$ cat src/rtl/alu_pkg.sv
// Shared opcodes, FSM state type and immediate-extension rule for the sequential mul/div ALU.
// The divider is built only when ALU_SEQ_DIV_EN is defined.
package alu_pkg;

   localparam logic [3:0] ALU_AND  = 4'b0000;
   localparam logic [3:0] ALU_OR   = 4'b0001;
   localparam logic [3:0] ALU_ADD  = 4'b0010;
   localparam logic [3:0] ALU_NOR  = 4'b0011;
   localparam logic [3:0] ALU_MULU = 4'b0100;
   localparam logic [3:0] ALU_DEF  = 4'b0101;
   localparam logic [3:0] ALU_SUB  = 4'b0110;
   localparam logic [3:0] ALU_SLTU = 4'b0111;
   localparam logic [3:0] ALU_SRA  = 4'b1000;
   localparam logic [3:0] ALU_SLT  = 4'b1001;
   localparam logic [3:0] ALU_DIV  = 4'b1010;
   localparam logic [3:0] ALU_DIVU = 4'b1011;
   localparam logic [3:0] ALU_XOR  = 4'b1100;
   localparam logic [3:0] ALU_SLL  = 4'b1101;
   localparam logic [3:0] ALU_SRL  = 4'b1110;
   localparam logic [3:0] ALU_MUL  = 4'b1111;

   typedef enum logic [1:0] {
      IDLE,
      MUL,
      DIV,
      DONE
   } alu_state_t;

   // Logical ops take a zero-extended immediate; everything else sign-extends.
   localparam logic [3:0] IMM_ZEXT_OPS [4] = '{ALU_AND, ALU_OR, ALU_XOR, ALU_NOR};

   function automatic logic imm_zero_ext(input logic [3:0] op);
      logic hit;
      hit = 1'b0;
      for (int unsigned i = 0; i < 4; i++) begin
         if (op == IMM_ZEXT_OPS[i]) hit = 1'b1;
      end
      return hit;
   endfunction

endpackage

$ cat src/rtl/alu_div_iter.sv
// Iterative restoring divider: one quotient bit per cycle on operand magnitudes, signs fixed on output.
// Instantiated by alu_seq_muldiv only when ALU_SEQ_DIV_EN is defined.
module alu_div_iter #(
   parameter int WIDTH = 32
) (
   input  logic             clk,
   input  logic             rst,
   input  logic             start,
   input  logic             sgn,
   input  logic [WIDTH-1:0] dividend,
   input  logic [WIDTH-1:0] divisor,
   output logic             done,
   output logic [WIDTH-1:0] quotient,
   output logic [WIDTH-1:0] remainder
);

   localparam int CNT_W = $clog2(WIDTH);

   logic [WIDTH-1:0] rem, quo, dvs, dvd;
   logic [WIDTH-1:0] mag_a, mag_b, rem_in, quo_in, dvs_in, rem_s, quo_s;
   logic [WIDTH+1:0] diff;
   logic [CNT_W-1:0] cnt;
   logic             active, neg_q, neg_r, by_zero;

   assign mag_a = (sgn && dividend[WIDTH-1]) ? -dividend : dividend;
   assign mag_b = (sgn && divisor[WIDTH-1])  ? -divisor  : divisor;

   // The start cycle already performs the first iteration, so WIDTH steps end WIDTH-1 edges later.
   assign rem_in = start ? '0    : rem;
   assign quo_in = start ? mag_a : quo;
   assign dvs_in = start ? mag_b : dvs;

   always_comb begin
      diff = {1'b0, rem_in, quo_in[WIDTH-1]} - {2'b00, dvs_in};
      if (diff[WIDTH+1]) begin
         rem_s = {rem_in[WIDTH-2:0], quo_in[WIDTH-1]};
         quo_s = {quo_in[WIDTH-2:0], 1'b0};
      end else begin
         rem_s = diff[WIDTH-1:0];
         quo_s = {quo_in[WIDTH-2:0], 1'b1};
      end
   end

   always_ff @(posedge clk or posedge rst) begin
      if (rst) begin
         rem     <= '0;
         quo     <= '0;
         dvs     <= '0;
         dvd     <= '0;
         cnt     <= '0;
         active  <= 1'b0;
         neg_q   <= 1'b0;
         neg_r   <= 1'b0;
         by_zero <= 1'b0;
      end else if (start) begin
         rem     <= rem_s;
         quo     <= quo_s;
         dvs     <= mag_b;
         dvd     <= dividend;
         cnt     <= CNT_W'(WIDTH - 1);
         active  <= 1'b1;
         neg_q   <= sgn && (dividend[WIDTH-1] ^ divisor[WIDTH-1]);
         neg_r   <= sgn && dividend[WIDTH-1];
         by_zero <= (divisor == '0);
      end else if (active) begin
         if (cnt != '0) begin
            rem <= rem_s;
            quo <= quo_s;
            cnt <= cnt - 1'b1;
         end else begin
            active <= 1'b0;
         end
      end
   end

   assign done      = active && (cnt == '0);
   assign quotient  = by_zero ? '1  : (neg_q ? -quo : quo);
   assign remainder = by_zero ? dvd : (neg_r ? -rem : rem);

endmodule

$ cat src/rtl/alu_seq_muldiv.sv
// Handshaked EX-stage ALU: single-cycle ops, fixed-latency multiply, optional iterative divide.
// Define ALU_SEQ_DIV_EN to build the divider; otherwise div opcodes behave like the default op.
module alu_seq_muldiv
   import alu_pkg::*;
#(
   parameter int WIDTH       = 32,
   parameter int MUL_LATENCY = 3,
   parameter int SHAMT_W     = $clog2(WIDTH)
) (
   input  logic               clk,
   input  logic               rst,
   input  logic               in_valid,
   output logic               in_ready,
   input  logic [3:0]         alu_control,
   input  logic [WIDTH-1:0]   data_a,
   input  logic [WIDTH-1:0]   data_b,
   input  logic [15:0]        imme,
   input  logic               ALUSrc,
   input  logic [SHAMT_W-1:0] shamt,
   output logic               out_valid,
   input  logic               out_ready,
   output logic [WIDTH-1:0]   alu_result,
   output logic [WIDTH-1:0]   alu_result_hi,
   output logic               busy
);

   localparam int CNT_W = (MUL_LATENCY > 1) ? $clog2(MUL_LATENCY) : 1;

   alu_state_t         state, state_nxt;
   logic               accept, is_mul, is_div, load, use_live, m_sgn, sgn_q;
   logic [WIDTH-1:0]   imm_ext, op_b, sc_res, res_nxt, hi_nxt;
   logic [WIDTH-1:0]   a_q, b_q, m_a, m_b;
   logic [2*WIDTH-1:0] prod;
   logic [CNT_W-1:0]   cnt;

   assign accept  = in_valid && in_ready;
   assign is_mul  = (alu_control == ALU_MUL) || (alu_control == ALU_MULU);
   assign imm_ext = imm_zero_ext(alu_control) ? {{(WIDTH-16){1'b0}}, imme}
                                              : {{(WIDTH-16){imme[15]}}, imme};
   assign op_b    = ALUSrc ? imm_ext : data_b;

   always_comb begin
      sc_res = '0;
      case (alu_control)
         ALU_ADD:  sc_res = data_a + op_b;
         ALU_SUB:  sc_res = data_a - op_b;
         ALU_AND:  sc_res = data_a & op_b;
         ALU_OR:   sc_res = data_a | op_b;
         ALU_XOR:  sc_res = data_a ^ op_b;
         ALU_NOR:  sc_res = ~(data_a | op_b);
         ALU_SLTU: sc_res = WIDTH'(data_a < op_b);
         ALU_SLT:  sc_res = WIDTH'($signed(data_a) < $signed(op_b));
         ALU_SLL:  sc_res = op_b << shamt;
         ALU_SRL:  sc_res = op_b >> shamt;
         ALU_SRA:  sc_res = $signed(op_b) >>> shamt;
         default:  sc_res = '0;
      endcase
   end

   // Live operands feed the multiplier only for the latency-1 case; otherwise the captured copies do.
   assign use_live = (state != MUL);
   assign m_a      = use_live ? data_a : a_q;
   assign m_b      = use_live ? op_b   : b_q;
   assign m_sgn    = use_live ? (alu_control == ALU_MUL) : sgn_q;
   assign prod     = {{WIDTH{m_sgn & m_a[WIDTH-1]}}, m_a} * {{WIDTH{m_sgn & m_b[WIDTH-1]}}, m_b};

`ifdef ALU_SEQ_DIV_EN
   logic             div_start, div_done;
   logic [WIDTH-1:0] div_q, div_r;

   assign is_div = (alu_control == ALU_DIV) || (alu_control == ALU_DIVU);

   alu_div_iter #(.WIDTH(WIDTH)) u_div (
      .clk       (clk),
      .rst       (rst),
      .start     (div_start),
      .sgn       (alu_control == ALU_DIV),
      .dividend  (data_a),
      .divisor   (op_b),
      .done      (div_done),
      .quotient  (div_q),
      .remainder (div_r)
   );
`else
   assign is_div = 1'b0;
`endif

   always_comb begin
      state_nxt = state;
      load      = 1'b0;
      res_nxt   = '0;
      hi_nxt    = '0;
`ifdef ALU_SEQ_DIV_EN
      div_start = 1'b0;
`endif
      case (state)
         IDLE, DONE: begin
            if (accept) begin
               if (is_mul) begin
                  if (MUL_LATENCY == 1) begin
                     state_nxt = DONE;
                     load      = 1'b1;
                     res_nxt   = prod[WIDTH-1:0];
                     hi_nxt    = prod[2*WIDTH-1:WIDTH];
                  end else begin
                     state_nxt = MUL;
                  end
               end else if (is_div) begin
                  state_nxt = DIV;
`ifdef ALU_SEQ_DIV_EN
                  div_start = 1'b1;
`endif
               end else begin
                  state_nxt = DONE;
                  load      = 1'b1;
                  res_nxt   = sc_res;
               end
            end else if (state == DONE && out_ready) begin
               state_nxt = IDLE;
            end
         end
         MUL: begin
            if (cnt == CNT_W'(1)) begin
               state_nxt = DONE;
               load      = 1'b1;
               res_nxt   = prod[WIDTH-1:0];
               hi_nxt    = prod[2*WIDTH-1:WIDTH];
            end
         end
         DIV: begin
`ifdef ALU_SEQ_DIV_EN
            if (div_done) begin
               state_nxt = DONE;
               load      = 1'b1;
               res_nxt   = div_q;
               hi_nxt    = div_r;
            end
`else
            state_nxt = IDLE;
`endif
         end
         default: state_nxt = IDLE;
      endcase
   end

   always_ff @(posedge clk or posedge rst) begin
      if (rst) state <= IDLE;
      else     state <= state_nxt;
   end

   always_ff @(posedge clk or posedge rst) begin
      if (rst) begin
         alu_result    <= '0;
         alu_result_hi <= '0;
         a_q           <= '0;
         b_q           <= '0;
         sgn_q         <= 1'b0;
         cnt           <= '0;
      end else begin
         if (load) begin
            alu_result    <= res_nxt;
            alu_result_hi <= hi_nxt;
         end
         if (accept && is_mul) begin
            a_q   <= data_a;
            b_q   <= op_b;
            sgn_q <= (alu_control == ALU_MUL);
            cnt   <= CNT_W'(MUL_LATENCY - 1);
         end else if (state == MUL) begin
            cnt <= cnt - 1'b1;
         end
      end
   end

   assign out_valid = (state == DONE);
   assign in_ready  = (state == IDLE) || ((state == DONE) && out_ready);
   assign busy      = (state == MUL) || (state == DIV);

endmodule
$ cat config.mk
export PLATFORM = sky130hd
export DESIGN_NAME = alu_seq_muldiv
export DESIGN_NICKNAME = d
export VERILOG_FILES = /design/src/rtl/alu_pkg.sv /design/src/rtl/alu_div_iter.sv /design/src/rtl/alu_seq_muldiv.sv
export SDC_FILE = /design/constraint.sdc
export NUM_CORES = 2
export LEC_CHECK = 0
export ABC_CLOCK_PERIOD_IN_PS = 11200
export CAP_MARGIN = 20
export CELL_PAD_IN_SITES_DETAIL_PLACEMENT = 0
export CELL_PAD_IN_SITES_GLOBAL_PLACEMENT = 2
export CORE_MARGIN = 4
export CORE_UTILIZATION = 37
export CTS_BUF_LIST = sky130_fd_sc_hd__clkbuf_8
export DETAILED_ROUTE_END_ITERATION = 10
export GPL_TIMING_DRIVEN = 0
export HOLD_SLACK_MARGIN = 0.02
export PLACE_DENSITY = 0.79
export REMOVE_ABC_BUFFERS = 1
export SYNTH_ARGS = -nofsm -noshare
export SYNTH_HDL_FRONTEND = slang
export SYNTH_SLANG_ARGS = --single-unit
$ cat constraint.sdc
create_clock -name clk -period 11.2 [get_ports clk]
set_clock_uncertainty 0.05 [all_clocks]
set_input_delay 1.68 -clock clk [delete_from_list [all_inputs] [get_ports clk]]
set_output_delay 1.68 -clock clk [all_outputs]
set_load 0.02 [all_outputs]
==> results summary <==
The post-detailed-placement half-perimeter wirelength came out at 162 mm. The maximum achievable frequency is between 90 and 100 MHz. The number of I/O port buffers is 160. The number of enable-type register cells in the synthesized netlist is 0. The via total after detailed routing is about 43000.

The clock network latency to the later pin of the worst-skew pair came out at 620 ps. The actual transition at the worst max-transition pin came out at ~1200 ps. The worst setup path is launched from a primary input. The floorplan step set the die width to roughly 380 um. Setup repair after global routing left no endpoint under its margin. Along the worst hold path, the cell count comes to 2. The path with the worst hold slack has its endpoint at a_q[11]$_DFFE_PP0P_. The residual DRC count came out at 0.

In this run, post-CTS hold repair placed 0 buffers. The first TritonRoute pass finished after 6 iterations. The worst-case clock buffer depth is 2. The die span in y came out at 382 um. The top cell types in the final layout, fill and taps aside, are 1135 x sky130_fd_sc_hd__inv_1, 1125 x sky130_fd_sc_hd__fa_1, 1044 x sky130_fd_sc_hd__nand2_1. The critical path in this run is classified as in2reg. The run finished with clean final reports.

The area inside the core boundary is approximately 140000 um^2. The number of clock sinks seen by CTS is 133. The register-to-register setup slack is ~740 ps.

In this run the worst path has a maximum fanout of 49. The library cell used most frequently in the layout, excluding fill and tap cells, is sky130_fd_sc_hd__inv_1. The initial antenna violation count was 11. The routability congestion estimate from global placement is 0.952.

The clock slew seen by the registers of the worst setup and hold paths is 100 ps. The routed design could run at a clock period as short as between 10000 and 15000 ps. Data arrives at the worst endpoint at around 11000 ps. The detailed router put a total of about 86 mm of wire on met1. The antenna violation net count after detailed routing is 0. The per-cell routed wire length is 25.6 um. The final count of pins violating max slew is 0. The top-level I/O count is around 160. The startpoint identified for the worst register-to-register timing path is state[1]$_DFFE_PP0P_. The netlist area before placement is roughly 52000 um^2. The area growth from synthesis to final layout is 10.6%. The depth of the worst register-to-register path came out at 38. The total grt overflow came out at 0. By area the synthesized netlist is led by sky130_fd_sc_hd__fa_1 44%, sky130_fd_sc_hd__inv_1 8.3%, sky130_fd_sc_hd__nand2_1 7.6%.

The worst setup path is captured at a flop. The share of synthesized flip-flops with an asynchronous set or reset came out at 1.00. The highest routed metal layer is met5. The detailed router's first-iteration violation count came out at 3502. The master cell of the clock root buffer is sky130_fd_sc_hd__clkbuf_8. In this run the critical register-to-register path is captured at alu_result_hi[27]$_DFFE_PP0P_. The utilization after layout is 0.414. The H-tree depth came out at 4.

Of the cells placed in the final design, the portion with a size suffix greater than 1 is 0.0547. The floorplan step defined a die boundary enclosing between 100000 and 150000 um^2. The number of synthesized register bits came out at between 100 and 150.

For this run, the total global-route usage over all layers was measured as 0.279. The gate count after technology mapping is between 6000 and 7000. Setup slack on the critical path of the routed design comes to ~270 ps. Of all cell types, the one taking the most synthesized area is sky130_fd_sc_hd__fa_1. The post-placement setup slack came out at -3500 ps. The number of nets at the end of the flow is 7610.

In this run the most critical hold path is launched from a_q[11]$_DFFE_PP0P_. The number of rows created at floorplan is around 140. The average size of a mapped cell came out at 8.42 um^2. The count of maximum capacitance violations is 0. For this run, the register share of the synthesized area comes to 0.0643.

The number of endpoints failing setup at the final stage came out at 0. The total routed wirelength is 204 mm. The number of distinct library cells after synthesis came out at between 90 and 100.

The average vias per placed instance is approximately 5.5. The total length of routed met2 wires came out at a little under 100 mm. The worst relative slew slack came out at 0.223. The flip-flop cell with the highest count after synthesis is sky130_fd_sc_hd__dfrtp_1. TritonCTS built the clock tree.

The pin count of the biggest net entering global routing came out at between 90 and 100. The initial core utilization came out at 0.375. The wire length of the first global-routing pass came out at between 300 and 400 mm. The hold violation count in the final report is 0. The share of the clock period used by the worst path came out at 0.976. The number of warnings issued by yosys came out at 0.

The area share of the leading cell type in the synthesized netlist came out at 0.436. The via count of the first global-routing pass is roughly 45000. The met3 wire length is between 10 and 15 mm. The TritonCTS buffer count is 17. The path class of the tightest hold or removal check is reg2reg. For the worst setup path, the data required time is roughly 12000 ps.
-- what timing repair did --
action                     4_1_cts  5_1_grt
cloned                           2        4
setup endpoints to repair       32       19
gates resized for setup         35       37
pin swaps                        3        4
buffers inserted                15       17
-- sequential cells by signal (all words and copies together) (netlist names) --
signal and flops:
a_q 32, alu_result 32, alu_result_hi 32, b_q 32
cnt 2, state 2, sgn_q 1
-- worst max-delay path, cell delays in order --
cell and delay (ps):
sky130_fd_sc_hd__buf_12 260, sky130_fd_sc_hd__and4bb_4 330, sky130_fd_sc_hd__a211o_2 420, sky130_fd_sc_hd__o21ai_0 320, sky130_fd_sc_hd__mux2_4 620, sky130_fd_sc_hd__nand2_1 140, sky130_fd_sc_hd__fa_1 500, sky130_fd_sc_hd__inv_1 50
sky130_fd_sc_hd__fa_1 490, sky130_fd_sc_hd__fa_1 600, sky130_fd_sc_hd__fa_1 470, sky130_fd_sc_hd__fa_1 580, sky130_fd_sc_hd__fa_1 450, sky130_fd_sc_hd__fa_1 510, sky130_fd_sc_hd__inv_1 50, sky130_fd_sc_hd__fa_1 470
sky130_fd_sc_hd__inv_1 40, sky130_fd_sc_hd__ha_1 440, sky130_fd_sc_hd__a21oi_1 490, sky130_fd_sc_hd__o21ai_0 250, sky130_fd_sc_hd__nor3b_4 560, sky130_fd_sc_hd__buf_4 230, sky130_fd_sc_hd__o41ai_4 100, sky130_fd_sc_hd__a221oi_4 460
sky130_fd_sc_hd__o21ai_1 130, sky130_fd_sc_hd__a21oi_1 180, sky130_fd_sc_hd__xor2_1 190, sky130_fd_sc_hd__o21ai_1 80
-- logic make-up (layout without fill, tap and decap cells) --
group	count (synthesis)	count (layout)	synth area share
adder cells (fa/ha/maj)	1440	1440	0.512
AO/OA/AOI/OAI	991	991	0.122
AND/OR/NAND/NOR	1828	1829	0.143
flip-flops	133	133	0.0643
other	0	4	0
multiplexers	126	129	0.0281
XOR/XNOR	117	117	0.0198
buffers and inverters	1509	1450	0.110
-- cell usage after synthesis, drive strengths merged (16+ instances only) --
library cell,instances
a221o,16
o22ai,30
buf,62
inv,1147
xnor2,82
and2,29
dfrtp,133
nand2b,42
nor2b,20
xor2,35
ha,313
o31ai,16
nor3,45
o21a,50
a22oi,31
a221oi,24
o21bai,24
a31oi,30
a21oi,213
a21o,46
o21ai,318
o211ai,26
nand2,1047
nor2,541
clkbuf,300
nand3,35
mux2i,66
a211oi,45
fa,1127
mux2,50
-- worst max path at each step --
| stage | endpoint | slack, ps | startpoint |
|---|---|---|---|
| finish | alu_result_hi[27]$_DFFE_PP0P_ | 270 | alu_control[1] |
| global route | alu_result_hi[27]$_DFFE_PP0P_ | 20 | data_a[31] |
| CTS | alu_result_hi[31]$_DFFE_PP0P_ | 30 | alu_control[0] |
| detailed placement | alu_result_hi[25]$_DFFE_PP0P_ | -3500 | alu_control[2] |
| global placement | alu_result_hi[25]$_DFFE_PP0P_ | -8010 | state[1]$_DFFE_PP0P_ |
| floorplan | alu_result_hi[27]$_DFFE_PP0P_ | -2000 | state[1]$_DFFE_PP0P_ |
-- area by class of cell --
cell class	instances	area [um^2]
tap	1863	2330
clock inverter	15	164
antenna	4	10.0
fill	14146	80900
clock buffer	17	234
sequential	133	3330
timing repair inverter	1	7.51
timing repair buffer	270	3330
multi-input combinational	4506	43500
inverter	1147	4320
-- routing by layer --
| layer | track usage | vias to the layer above |
|---|---|---|
| li1 | - | 18915 |
| met1 | 0.377 | 22548 |
| met2 | 0.460 | 1679 |
| met3 | 0.0407 | 286 |
| met4 | 0.0980 | 2 |
| met5 | 0 | - |
-- stage by stage --
stage,instances,cell area [um^2],hold WS (ps),TNS (ps)
finish,7956,57300,440,0
global route,7953,57300,457,0
CTS,7926,56800,443,0
detailed placement,7877,56100,420,-83690
global placement,7805,54300,408,-369390
floorplan,5782,50300,394,-52480
Power is left out: the tool's default activity adds up to more than one toggle a clock period on the data nets, which glitch-free logic cannot reach.
